$ cat src/rtl/ysyx_22041071_mem_arbiter_pkg.sv
// Shared types and defaults for the IF/MEM arbiter in front of the single-ported RAMHelper.
package ysyx_22041071_mem_arbiter_pkg;

  typedef enum logic [1:0] {
    ARB_IDLE   = 2'd0,
    ARB_ACCESS = 2'd1,
    ARB_RESP   = 2'd2
  } arb_state_e;

  typedef enum logic {
    OWNER_IF  = 1'b0,
    OWNER_MEM = 1'b1
  } owner_e;

  localparam logic [63:0] DEF_MEM_BASE   = 64'h8000_0000;
  localparam logic [63:0] DEF_MEM_SIZE   = 64'h0800_0000;
  localparam int          DEF_MAX_STREAK = 4;

  // The lower-bound test also rejects addresses whose subtraction would wrap.
  function automatic logic addr_in_range(input logic [63:0] addr,
                                         input logic [63:0] base,
                                         input logic [63:0] size);
    logic [63:0] offset;
    offset = addr - base;
    return (addr >= base) && (offset < size);
  endfunction

endpackage

$ cat src/rtl/ysyx_22041071_arb_pick.sv
// Grant selection for the arbiter: MEM wins unless IF has waited through MAX_STREAK MEM grants.
module ysyx_22041071_arb_pick
  import ysyx_22041071_mem_arbiter_pkg::*;
#(
  parameter int MAX_STREAK = DEF_MAX_STREAK
) (
  input  logic clk,
  input  logic reset,
  input  logic idle,
  input  logic if_req_valid,
  input  logic mem_req_valid,
  output logic grant_if,
  output logic grant_mem
);

  localparam int SW = $clog2(MAX_STREAK + 1);

  logic [SW-1:0] streak;
  logic          if_starved;

  // NOTE: every output gets a value before any condition, so no latch can be inferred.
  always_comb begin
    if_starved = if_req_valid && (streak == SW'(MAX_STREAK));
    grant_mem  = idle && mem_req_valid && !if_starved;
    grant_if   = idle && if_req_valid && !grant_mem;
  end

  // A grant is the handshake itself: ready is only raised while the side is valid.
  // NOTE: sequential state uses <= so every register samples pre-edge values.
  always_ff @(posedge clk) begin
    if (reset) begin
      streak <= '0;
    end else if (!if_req_valid || grant_if) begin
      streak <= '0;
    end else if (grant_mem) begin
      streak <= streak + SW'(1);
    end
  end

endmodule

$ cat src/rtl/ysyx_22041071_mem_arbiter.sv
// Shares one RAMHelper port between instruction fetch and load/store, one access in flight.
module ysyx_22041071_mem_arbiter
  import ysyx_22041071_mem_arbiter_pkg::*;
#(
  parameter logic [63:0] MEM_BASE   = DEF_MEM_BASE,
  parameter logic [63:0] MEM_SIZE   = DEF_MEM_SIZE,
  parameter int          MAX_STREAK = DEF_MAX_STREAK
) (
  input  logic        clk,
  input  logic        reset,
  input  logic        if_req_valid,
  output logic        if_req_ready,
  input  logic [63:0] if_req_addr,
  output logic        if_rsp_valid,
  input  logic        if_rsp_ready,
  output logic [31:0] if_rsp_ins,
  output logic        if_rsp_err,
  input  logic        mem_req_valid,
  output logic        mem_req_ready,
  input  logic        mem_req_wen,
  input  logic [63:0] mem_req_addr,
  input  logic [63:0] mem_req_wdata,
  input  logic [63:0] mem_req_wmask,
  output logic        mem_rsp_valid,
  input  logic        mem_rsp_ready,
  output logic [63:0] mem_rsp_rdata,
  output logic        mem_rsp_err,
  output logic        ram_en,
  output logic        ram_wen,
  output logic [63:0] ram_idx,
  output logic [63:0] ram_wdata,
  output logic [63:0] ram_wmask,
  input  logic [63:0] ram_rdata
);

  arb_state_e  state_q, state_d;
  owner_e      owner_q;
  logic        wen_q, err_q, sel_hi_q, rsp_err_q;
  logic [63:0] idx_q, wdata_q, wmask_q, rdata_q;

  logic        grant_if, grant_mem, req_fire, rsp_fire;
  logic [63:0] req_addr;

  ysyx_22041071_arb_pick #(.MAX_STREAK(MAX_STREAK)) u_pick (
    .clk          (clk),
    .reset        (reset),
    .idle         (state_q == ARB_IDLE),
    .if_req_valid (if_req_valid),
    .mem_req_valid(mem_req_valid),
    .grant_if     (grant_if),
    .grant_mem    (grant_mem)
  );

  always_comb begin
    req_fire      = grant_if || grant_mem;
    req_addr      = grant_if ? if_req_addr : mem_req_addr;
    if_req_ready  = grant_if;
    mem_req_ready = grant_mem;
    if_rsp_valid  = (state_q == ARB_RESP) && (owner_q == OWNER_IF);
    mem_rsp_valid = (state_q == ARB_RESP) && (owner_q == OWNER_MEM);
    rsp_fire      = (if_rsp_valid && if_rsp_ready) || (mem_rsp_valid && mem_rsp_ready);
    // Strobes are gated by reset so an interrupted store never reaches the RAM.
    ram_en        = (state_q == ARB_ACCESS) && !reset && !err_q && !wen_q;
    ram_wen       = (state_q == ARB_ACCESS) && !reset && !err_q && wen_q;
    ram_idx       = idx_q;
    ram_wdata     = wdata_q;
    ram_wmask     = wmask_q;
    if_rsp_ins    = sel_hi_q ? rdata_q[63:32] : rdata_q[31:0];
    if_rsp_err    = rsp_err_q;
    mem_rsp_rdata = rdata_q;
    mem_rsp_err   = rsp_err_q;

    state_d = state_q;
    case (state_q)
      ARB_IDLE:   if (req_fire) state_d = ARB_ACCESS;
      ARB_ACCESS: state_d = ARB_RESP;
      ARB_RESP:   if (rsp_fire) state_d = ARB_IDLE;
      default:    state_d = ARB_IDLE;
    endcase
  end

  always_ff @(posedge clk) begin
    if (reset) begin
      state_q   <= ARB_IDLE;
      owner_q   <= OWNER_IF;
      wen_q     <= 1'b0;
      err_q     <= 1'b0;
      sel_hi_q  <= 1'b0;
      idx_q     <= '0;
      wdata_q   <= '0;
      wmask_q   <= '0;
      rdata_q   <= '0;
      rsp_err_q <= 1'b0;
    end else begin
      state_q <= state_d;
      if (req_fire) begin
        owner_q  <= grant_mem ? OWNER_MEM : OWNER_IF;
        wen_q    <= grant_mem && mem_req_wen;
        err_q    <= !addr_in_range(req_addr, MEM_BASE, MEM_SIZE);
        sel_hi_q <= req_addr[2];
        idx_q    <= (req_addr - MEM_BASE) >> 3;
        wdata_q  <= grant_mem ? mem_req_wdata : '0;
        wmask_q  <= grant_mem ? mem_req_wmask : '0;
      end
      // Response data is frozen here and stays put however long the consumer stalls.
      if (state_q == ARB_ACCESS) begin
        rdata_q   <= (err_q || wen_q) ? '0 : ram_rdata;
        rsp_err_q <= err_q;
      end
    end
  end

endmodule

$ cat config.mk
export PLATFORM = sky130hd
export DESIGN_NAME = ysyx_22041071_mem_arbiter
export DESIGN_NICKNAME = d
export VERILOG_FILES = /design/src/rtl/ysyx_22041071_mem_arbiter_pkg.sv /design/src/rtl/ysyx_22041071_arb_pick.sv /design/src/rtl/ysyx_22041071_mem_arbiter.sv
export SDC_FILE = /design/constraint.sdc
export NUM_CORES = 1
export LEC_CHECK = 0
export ABC_CLOCK_PERIOD_IN_PS = 8500
export CELL_PAD_IN_SITES_DETAIL_PLACEMENT = 1
export CELL_PAD_IN_SITES_GLOBAL_PLACEMENT = 2
export CORE_AREA = 4 4 243 245
export DETAILED_ROUTE_END_ITERATION = 12
export DIE_AREA = 0 0 247 249
export PLACE_DENSITY = 0.87
export SYNTH_ARGS = -nofsm -noshare
export SYNTH_HDL_FRONTEND = slang
export SYNTH_SLANG_ARGS = --single-unit
export TNS_END_PERCENT = 100
$ cat constraint.sdc
create_clock -name clk -period 8.5 [get_ports clk]
set_clock_uncertainty 0.15 [all_clocks]
set_input_delay 2.125 -clock clk [delete_from_list [all_inputs] [get_ports clk]]
set_output_delay 2.125 -clock clk [all_outputs]
set_load 0.01 [all_outputs]
==> results.md, run 1 <==
* Die Span X at 247 µm
* Core ar. at 0.0571 mm²
* Global-route wire length before repair at 80000 µm
* Post-Synth Adder-Cell Area at 0.00339
* CTS Buf Count at 35
* P&R area growth vs syn at 72.2%
* Fmax at 151 MHz
* Critical path type: primary input to primary output
* Cells after Synth at 1264
* CP peak stage delay at 0.70 ns
* CTS sink cnt at 263
* Complex-gate fraction of the synthesized area at 0.194
* Cells resized by post-CTS repair at 0
* Synth top area share at 0.476
* Die H at 249 µm
* Post-cts hold buffer count at 0
* Count leader, synth: nor2_1
* Post-synthesis xor/xnor area fraction at 0.0364
* Largest net degree at the start of global routing at 106
* Tmin final at 6.63 ns
* Sequential cell area at 0.00527 mm²
* RSZ-0062 raised after global routing: false
* Cell Area, Synth at 0.0111 mm²
* Post-DP HPWL at 41300 µm
* Final setup vio count at 0
* Multi-input logic area at 0.00539 mm²
* FF+latch count, synth at 263
* GR Overflow Total at 0
* CTS max path bufs at 3
* Worst Hold Launch: ram_idx[35]$_SDFFE_PP0P_
* Synthesis Warnings at 0
* Critical Path Start Type: primary input
* Initial Utilization at 0.194
* Area leader, netlist: dfxtp_1
* Worst EP arrival at 4.35 ns
* RR Endpoint: err_q$_SDFFE_PP0P_
* Max-cap violations at 0
* Post-CTS Setup Bufs at 0
* Slew HR at 0.249
* Design area at 0.0191 mm²
* Main flop type after synthesis: dfxtp_1
* CP endpoint kind: primary output
* Slew Viols, Final at 0
* Antenna violations before repair at 7
* Synth cell count leaders: nor2_1 (276), dfxtp_1 (263), a22oi_1 (193), nand2_1 (114), clkbuf_1 (91)
* IO Port Bufs at 615
* Post-DRT Antenna Nets at 0
* Crit-path leading delay family: buffers and inverters
* VDD IR max at 0.000129 V
* Critical path required time at 6.23 ns
* Post-synthesis mux area share at 0.0609
* Crit path depth at 7
* Worst skew pair latency at 0.53 ns
* R2R cell count at 16
* Worst min path class: register to register
* Netlist cell types at 54
* Worst path bufs/invs at 5
* Crit path max-delay cell type: clkdlybuf4s50_1
* Vias in the first global route at 12738
* Layout cells sized above 1 at 0.0670
* TritonRoute pass-1 iters at 5
* Tightest Pin Transition at 1.12 ns
* Leakage power at 6.92 nW
* GP Congestion at 0.853
* RR Startpoint: u_pick.streak[0]$_SDFFE_PP0N_
* FFs w/ async S/R, synth at 0
* Post-DR vias/cell at 4.63
* Critical Path Source: if_req_valid
* Sequential-to-total area share from yosys stat at 0.476
* Largest family of logic cells by synthesized area: compound AO/OA/AOI/OAI gates
* CTS tree: done
* Power Density at 194 mW/mm²
* GRT Overall Usage at 0.167
* Synth area leaders: dfxtp_1 (48%), a22oi_1 (13%), nor2_1 (9.4%)
* Reg-to-reg slack, setup at 3.97 ns
* Number of flops mapped to enable cells by yosys at 0
* Crit Path Max Fanout at 25
* Cell row count at 88
* Detailed router's first-iteration violation count at 507
* Final Hold Fails at 0
* Fillers at 6531
* Boundary Pins at 623
* Post-Place Cell Area at 0.0179 mm²
* Total negative slack at 0 ns
* Diode count at 0
* Overall Power at 3.70 mW
* Final wirelength at 54400 µm
* Setup crit end: if_req_ready
* Final net count at 2155
* Crit path cell chain: clkdlybuf4s50_1 > nor3b_2 > buf_4 > nand2_2 > buf_4 > inv_2 > clkdlybuf4s50_1
* Clock-pin slew on the worst setup and hold paths at 0.06 ns
* Post-Synth Simple-Gate Area at 0.188
* Tcrit/Tclk final at 0.780
* Die Footprint at 0.0615 mm²
* DR DRC count at 0
* H-tree depth at 2
* Avg WL per Cell at 20.8 µm
* Avg Inst Size Synth at 8.76 µm²
* Via count at 12116
* Status: finished, final reports clean
* Clock root buffer: clkbuf_16
## logic make-up (layout without fill, tap and decap cells)
family,after synthesis,in the layout
AOI/OAI and AO/OA,294,294
xor gates and xnor gates,46,46
adders and majority gates,3,3
buffers and inverters,113,697
DFF,263,263
muxes,63,63
other,1,3
and+or+nand+nor,481,481
## flip-flops by register name (all words and copies together), names as in the netlist
signal,cells
err_q,1
if_rsp_err,1
mem_rsp_rdata,64
owner_q,1
ram_idx,61
ram_wdata,64
ram_wmask,64
sel_hi_q,1
state_q,2
u_pick.streak,3
wen_q,1
## worst reg2reg max path, stage by stage (launching register included)
cell     delay, ns
dfxtp_1       0.37
inv_1         0.06
ha_1          0.26
a21bo_2       0.33
nand2_2       0.21
mux2i_1       0.37
ha_1          0.32
nor4b_1       0.61
nand2_1       0.24
o32ai_1       0.27
buf_4         0.23
o21ai_0       0.14
xor2_1        0.19
nor3_1        0.26
nand4_1       0.13
nor4_1        0.18
a31oi_1       0.11
## how the worst min path moves through the flow
stage,slack (ns),end,cells past startpoint
after detailed placement,0.30,ram_idx[48]$_SDFFE_PP0P_,2
after floorplan,0.33,ram_idx[35]$_SDFFE_PP0P_,2
final,0.30,ram_idx[35]$_SDFFE_PP0P_,2
after CTS,0.31,ram_idx[35]$_SDFFE_PP0P_,2
after global routing,0.33,ram_idx[31]$_SDFFE_PP0P_,2
after global placement,0.30,ram_idx[41]$_SDFFE_PP0P_,2
## layout by cell type, fill, tap and decap left out, types with 5 or more instances in the layout
| master | instances |
|---|---|
| a21oi_1 | 34 |
| a311oi_1 | 29 |
| o211ai_1 | 9 |
| xnor2_1 | 24 |
| o21ai_0 | 7 |
| clkbuf_8 | 5 |
| nor4_1 | 18 |
| nor2_1 | 276 |
| nand2_1 | 113 |
| a22oi_1 | 193 |
| clkdlybuf4s50_1 | 614 |
| buf_4 | 15 |
| clkbuf_16 | 37 |
| nand4_1 | 7 |
| clkinv_2 | 7 |
| nand3_1 | 14 |
| nor3_1 | 13 |
| or3_1 | 9 |
| mux2_2 | 35 |
| clkbuf_1 | 5 |
| mux2i_1 | 28 |
| nor4b_1 | 7 |
| dfxtp_1 | 263 |
| xor2_1 | 22 |
## power by group
part,switching (mW),internal [mW]
Clock,0.590,0.893
Combinational,0.401,0.422
Sequential,0.0645,1.33
Total,1.06,2.64
## cell type report
cell class	instances	area share
repair buffers	630	0.329
multi-input cells	890	0.283
flip-flops and latches	263	0.276
clock buffers	46	0.0525
well taps	765	0.0502
clock inverters	16	0.00794
inverters	5	0.000985
## per-layer routing
layer | wire [µm] | global-route usage
met5 | 69 | 0
met4 | 2040 | 0.0650
met3 | 5650 | 0.0666
met2 | 25900 | 0.285
met1 | 20700 | 0.185
## metrics by stage
stage	setup WS (ns)	hold slack (ns)	utilization	std cells
global placement	1.86	0.298	0.313	2553
global route	1.74	0.330	0.333	2615
finish	1.87	0.303	0.333	2615
detailed placement	1.83	0.301	0.313	2553
CTS	1.87	0.310	0.333	2615
floorplan	2.38	0.326	-	1266
Power figures use the tool's default switching activity.
==> inputs of run 2 (changes only) <==
--- a/config.mk
+++ b/config.mk
@@ -5,13 +5,13 @@
 export SDC_FILE = /design/constraint.sdc
 export NUM_CORES = 1
 export LEC_CHECK = 0
-export ABC_CLOCK_PERIOD_IN_PS = 8500
+export ABC_CLOCK_PERIOD_IN_PS = 5600
 export CELL_PAD_IN_SITES_DETAIL_PLACEMENT = 1
 export CELL_PAD_IN_SITES_GLOBAL_PLACEMENT = 2
-export CORE_AREA = 4 4 243 245
+export CORE_MARGIN = 4
+export CORE_UTILIZATION = 19
 export DETAILED_ROUTE_END_ITERATION = 12
-export DIE_AREA = 0 0 247 249
-export PLACE_DENSITY = 0.87
+export PLACE_DENSITY = 0.89
 export SYNTH_ARGS = -nofsm -noshare
 export SYNTH_HDL_FRONTEND = slang
 export SYNTH_SLANG_ARGS = --single-unit
==> constraint.sdc (replaced) <==
create_clock -name clk -period 5.6 [get_ports clk]
set_clock_uncertainty 0.15 [all_clocks]
set_input_delay 1.4 -clock clk [delete_from_list [all_inputs] [get_ports clk]]
set_output_delay 1.4 -clock clk [all_outputs]
set_load 0.01 [all_outputs]
==> results.md, run 2 (same netlist as run 1, synthesis figures left out) <==
* Status: finished, final reports clean (unchanged)
* Final setup vio count at 0 (unchanged)
* Critical path required time at 5.90 ns (was 6.23 ns)
* H-tree depth at 1 (was 2)
* Commonest non-fill, non-tap cell in the layout: clkdlybuf4s50_1 (unchanged)
* CTS sink cnt at 263 (unchanged)
* Die H at 249 µm (about the same)
* Tcrit/Tclk final at 0.847
* Pre-CTS setup slack at 0.263 ns (was 1.83 ns)
* GP Congestion at 0.853 (about the same)
* Total negative slack at 0 ns (unchanged)
* Max-cap violations at 0 (unchanged)
* Boundary Pins at 623 (unchanged)
* Global-route wire length before repair at 80000 µm (unchanged)
* CP endpoint kind: register (was primary output)
* Final Hold Fails at 0 (unchanged)
* RR Startpoint: u_pick.streak[0]$_SDFFE_PP0N_ (unchanged)
* Die Footprint at 0.0622 mm² (was 0.0615 mm²)
* Worst hold stages at 2 (unchanged)
* CTS Buf Count at 31 (was 35)
* Hold Path Sink: ram_idx[47]$_SDFFE_PP0P_ (was ram_idx[35]$_SDFFE_PP0P_)
* GRT Overall Usage at 0.162 (was 0.167)
* Antenna violations before repair at 12 (was 7)
* CTS tree: done (unchanged)
* CTS max path bufs at 3 (unchanged)
* Post-DRT Antenna Nets at 0 (unchanged)
* Worst Hold Launch: ram_idx[47]$_SDFFE_PP0P_ (was ram_idx[35]$_SDFFE_PP0P_)
* Power Density at 282 mW/mm² (was 194 mW/mm²)
* Avg WL per Cell at 20.6 µm (was 20.8 µm)
* Crit Path Max Fanout at 9 (was 25)
* Core ar. at 0.0577 mm² (was 0.0571 mm²)
* GR Overflow Total at 0 (unchanged)
* Clock root buffer: clkbuf_16 (unchanged)
* Fmax at 211 MHz
* Critical Path Start Type: primary input (unchanged)
* Dpl cells at 2561 (was 2553)
* Worst skew pair latency at 0.58 ns (was 0.53 ns)
* Vias in the first global route at 12761 (was 12738)
* Commonest cells after routing, fill and taps aside: clkdlybuf4s50_1 (614), nor2_1 (276), dfxtp_1 (263) (unchanged)
* Detailed router's first-iteration violation count at 564 (was 507)
* Layout cells sized above 1 at 0.0660 (was 0.0670)
* P&R area growth vs syn at 71.3% (was 72.2%)
* R2R cell count at 16 (unchanged)
* Post-cts hold buffer count at 0 (unchanged)
* Worst EP arrival at 5.04 ns (was 4.35 ns)
* Largest net degree at the start of global routing at 130 (was 106)
* Fin worst setup slack at 0.854 ns (was 1.87 ns)
* Post-CTS Setup Bufs at 0 (unchanged)
* Post-DR vias/cell at 4.62 (was 4.63)
* Initial Utilization at 0.192 (was 0.194)
* Tmin final at 4.75 ns
* DR DRC count at 0 (unchanged)
* Slew Viols, Final at 0 (unchanged)
* Final wirelength at 53800 µm (was 54400 µm)
* Leakage power at 6.89 nW (was 6.92 nW)
* Slew HR at 0.350 (was 0.249)
* Via count at 12091 (was 12116)
* Worst min path class: register to register (unchanged)
* Reg-to-reg slack, setup at 1.50 ns (was 3.97 ns)
* Final Util at 0.329 (was 0.333)
* Cell row count at 88 (unchanged)
* Critical path type: primary input to register (was primary input to primary output)
* Tightest Pin Transition at 0.966 ns (was 1.12 ns)
* RR Endpoint: err_q$_SDFFE_PP0P_ (unchanged)
* IO Port Bufs at 615 (unchanged)
* Cells resized by post-CTS repair at 0 (unchanged)
* VDD IR max at 0.000212 V (was 0.000129 V)
* Min Hold Slack at 0.309 ns (was 0.303 ns)
* Post-DP HPWL at 41200 µm (was 41300 µm)
* Fin cells at 2616 (was 2615)
* TritonRoute pass-1 iters at 5 (unchanged)
* RSZ-0062 raised after global routing: false (unchanged)
* Clock-pin slew on the worst setup and hold paths at 0.06 ns (about the same)
* Final net count at 2159 (was 2155)
* Die Span X at 249 µm (was 247 µm)
==> run 2: worst max-delay path by stage <==
stage	startpoint	endpoint	slack, ns	cells past startpoint
finish	mem_req_valid	err_q$_SDFFE_PP0P_	0.85	15
global route	mem_req_valid	err_q$_SDFFE_PP0P_	0.54	14
floorplan	if_req_valid	err_q$_SDFFE_PP0P_	0.21	18
global placement	mem_req_valid	err_q$_SDFFE_PP0P_	0.33	15
CTS	mem_req_valid	err_q$_SDFFE_PP0P_	0.85	14
detailed placement	mem_req_valid	err_q$_SDFFE_PP0P_	0.26	15
==> run 2: power breakdown <==
group	switching, mW	internal [mW]
Clock	0.837	1.15
Sequential	0.101	2.01
Combinational	0.603	0.647
==> run 2: layout make-up <==
| cell class | instances | area, µm² |
|---|---|---|
| Multi-Input combinational cell | 890 | 5390 |
| Sequential cell | 263 | 5270 |
| Timing Repair Buffer | 638 | 6340 |
| Antenna cell | 2 | 5.00 |
| Inverter | 5 | 18.8 |
| Tap cell | 765 | 957 |
| Clock inverter | 9 | 81.3 |
| Clock buffer | 44 | 895 |
| Fill cell | 6663 | 38700 |
==> run 2: stage by stage <==
| step | total power, mW | instance area [µm²] |
|---|---|---|
| 6_report | 5.35 | 19000 |
| 5_1_grt | 5.62 | 19000 |
| 3_5_place_dp | 3.41 | 18000 |
| 3_3_place_gp | 3.38 | 18000 |
| 2_1_floorplan | 2.65 | 11100 |
| 4_1_cts | 5.45 | 19000 |
==> run 2: worst max-delay path, cell delays in order <==
cell and delay (ns):
clkdlybuf4s50_1 0.51, a21bo_2 0.25, nand2_2 0.11, buf_4 0.20, mux2i_1 0.23, ha_1 0.26
nor4b_1 0.39, nand2b_1 0.19, mux2_2 0.32, xnor2_1 0.24, nand2_1 0.08, nor4b_1 0.37
nand4_1 0.15, nor4_1 0.21, a31oi_1 0.12
==> run 2: per-layer routing <==
| metal | vias to the layer above | share of wire | GRT usage |
|---|---|---|---|
| li1 | 5630 | - | - |
| met1 | 5815 | 0.38 | 0.180 |
| met2 | 524 | 0.48 | 0.284 |
| met3 | 108 | 0.097 | 0.0663 |
| met4 | 14 | 0.038 | 0.0515 |
| met5 | - | 0.0019 | 0 |
==> inputs of run 3 (changes only) <==
--- a/config.mk
+++ b/config.mk
@@ -5,13 +5,13 @@
 export SDC_FILE = /design/constraint.sdc
 export NUM_CORES = 1
 export LEC_CHECK = 0
-export ABC_CLOCK_PERIOD_IN_PS = 5600
+export ABC_CLOCK_PERIOD_IN_PS = 4400
 export CELL_PAD_IN_SITES_DETAIL_PLACEMENT = 1
 export CELL_PAD_IN_SITES_GLOBAL_PLACEMENT = 2
-export CORE_MARGIN = 4
-export CORE_UTILIZATION = 19
+export CORE_AREA = 4 4 242 244
 export DETAILED_ROUTE_END_ITERATION = 12
-export PLACE_DENSITY = 0.89
+export DIE_AREA = 0 0 246 248
+export PLACE_DENSITY = 0.88
 export SYNTH_ARGS = -nofsm -noshare
 export SYNTH_HDL_FRONTEND = slang
 export SYNTH_SLANG_ARGS = --single-unit
==> constraint.sdc (replaced) <==
create_clock -name clk -period 4.4 [get_ports clk]
set_clock_uncertainty 0.15 [all_clocks]
set_input_delay 1.1 -clock clk [delete_from_list [all_inputs] [get_ports clk]]
set_output_delay 1.1 -clock clk [all_outputs]
set_load 0.01 [all_outputs]
==> results.md, run 3 (same netlist as run 1, synthesis figures left out) <==
* Commonest cells after routing, fill and taps aside: clkdlybuf4s50_1 (614), nor2_1 (276), dfxtp_1 (263) (unchanged)
* Post-DRT Antenna Nets at 0 (unchanged)
* TritonRoute pass-1 iters at 5 (unchanged)
* Fillers at 6503 (was 6663)
* Critical path required time at 3.15 ns (was 5.90 ns)
* Boundary Pins at 623 (unchanged)
* Clock power share at 0.402 (was 0.371)
* Multi-input logic area at 0.00547 mm² (was 0.00539 mm²)
* CP endpoint kind: primary output (was register)
* P_int at 5.21 mW (was 3.81 mW)
* GR Overflow Total at 0 (unchanged)
* Max-cap violations at 0 (unchanged)
* Final Hold Fails at 0 (unchanged)
* Worst min path class: register to register (unchanged)
* Clock root buffer: clkbuf_16 (unchanged)
* H-tree depth at 2 (was 1)
* Die H at 248 µm (was 249 µm)
* Global-route wire length before repair at 79700 µm (was 80000 µm)
* Final wirelength at 54300 µm (was 53800 µm)
* Worst skew pair latency at 0.52 ns (was 0.58 ns)
* DR DRC count at 0 (unchanged)
* Avg WL per Cell at 20.5 µm (was 20.6 µm)
* Leakage power at 7.22 nW (was 6.89 nW)
* CTS tree: done (unchanged)
* Post-cts hold buffer count at 0 (unchanged)
* Slew Viols, Final at 0 (unchanged)
* Commonest non-fill, non-tap cell in the layout: clkdlybuf4s50_1 (unchanged)
* Power Density at 370 mW/mm² (was 282 mW/mm²)
* CTS sink cnt at 263 (unchanged)
* CTS max path bufs at 3 (unchanged)
* Final net count at 2204 (was 2159)
* Critical path type: primary input to primary output (was primary input to register)
* Total negative slack at 0 ns (unchanged)
* Layout cells sized above 1 at 0.0954 (was 0.0660)
* Fin cells at 2654 (was 2616)
* Post-Place Cell Area at 0.0183 mm² (was 0.0180 mm²)
* Dpl cells at 2591 (was 2561)
* Crit Path Max Fanout at 31 (was 9)
* Fin worst setup slack at 0.131 ns (was 0.854 ns)
* Pre-CTS setup slack at -0.471 ns (was 0.263 ns)
* Antenna violations before repair at 1 (was 12)
* Initial Utilization at 0.197 (was 0.192)
* Sequential cell area at 0.00527 mm² (unchanged)
* GRT Overall Usage at 0.167 (was 0.162)
* Detailed router's first-iteration violation count at 488 (was 564)
* Vias in the first global route at 13309 (was 12761)
* P&R area growth vs syn at 76.8% (was 71.3%)
* Switching power at 2.03 mW (was 1.54 mW)
* Design area at 0.0196 mm² (was 0.0190 mm²)
* Clock-pin slew on the worst setup and hold paths at 0.05 ns (was 0.06 ns)
* VDD IR max at 0.000320 V (was 0.000212 V)
* Slew HR at 0.407 (was 0.350)
* Sw frac at 0.281 (was 0.288)
* IO Port Bufs at 615 (unchanged)
* Tmin final at 4.27 ns
* Min Hold Slack at 0.304 ns (was 0.309 ns)
* GP Congestion at 0.855 (was 0.853)
* Worst EP arrival at 3.02 ns (was 5.04 ns)
* Core ar. at 0.0563 mm² (was 0.0577 mm²)
* Post-DP HPWL at 40800 µm (was 41200 µm)
* Diode count at 0 (was 2)
* Fmax at 234 MHz
* Post-DR vias/cell at 4.63 (was 4.62)
* Via count at 12295 (was 12091)
* Tightest Pin Transition at 0.890 ns (was 0.966 ns)
* CTS Buf Count at 34 (was 31)
* Final setup vio count at 0 (unchanged)
* Cell row count at 87 (was 88)
* Critical Path Start Type: primary input (unchanged)
* Status: finished, final reports clean (unchanged)
* Largest net degree at the start of global routing at 144 (was 130)
* Die Footprint at 0.0610 mm² (was 0.0622 mm²)
* Die Span X at 246 µm (was 249 µm)
* Reg power frac at 0.371 (was 0.395)
* Comb power frac at 0.227 (was 0.234)
* Reg-to-reg slack, setup at 0.57 ns (was 1.50 ns)
* Tcrit/Tclk final at 0.970
-- run 3: area by class of cell --
cell class	count	area share
repair buffers	680	0.342
multi-input cells	890	0.280
flip-flops and latches	263	0.269
clock buffers	50	0.0544
well taps	756	0.0483
clock inverters	10	0.00531
inverters	5	0.000959
-- run 3: layer usage --
layer	GRT usage	up-vias	part of all wire
met5	0	-	0
met3	0.0610	118	0.094
met4	0.0672	0	0.039
met2	0.295	536	0.49
met1	0.181	5922	0.37
li1	-	5719	-
-- run 3: timing repair --
action | 4_1_cts | 5_1_grt
gates resized for setup | 1 | 7
endpoints found under the setup margin | 1 | 1
hold endpoints to repair | 0 | 0
setup buffers | 0 | 3
pin swaps | 0 | 4
-- run 3: worst max-delay path, stage by stage --
cell	delay, ns
clkdlybuf4s50_1	0.49
nor3b_4	0.26
nand2_4	0.12
buf_6	0.21
inv_2	0.21
clkdlybuf4s50_1	0.62
-- run 3: through the flow --
stage | total power [mW] | utilization
2_1_floorplan | 3.38 | -
3_3_place_gp | 4.34 | 0.326
3_5_place_dp | 4.38 | 0.326
4_1_cts | 7.36 | 0.347
5_1_grt | 7.60 | 0.348
6_report | 7.24 | 0.348
-- run 3: final timing paths --
kind,start,end,cells after the start
worst max register to register,u_pick.streak[0]$_SDFFE_PP0N_,err_q$_SDFFE_PP0P_,19
worst min register to register,ram_idx[28]$_SDFFE_PP0P_,ram_idx[28]$_SDFFE_PP0P_,2
worst max-delay path,if_req_valid,if_req_ready,6
worst min-delay path,ram_idx[28]$_SDFFE_PP0P_,ram_idx[28]$_SDFFE_PP0P_,2
-- run 3: power by group through the flow --
stage | logic [mW] | clock network [mW] | registers [mW]
floorplan | 0.596 | 0 | 2.79
finish | 1.64 | 2.92 | 2.69
global placement | 1.62 | 0 | 2.73
global route | 1.77 | 3.12 | 2.71
CTS | 1.66 | 3.02 | 2.69
detailed placement | 1.64 | 0 | 2.74
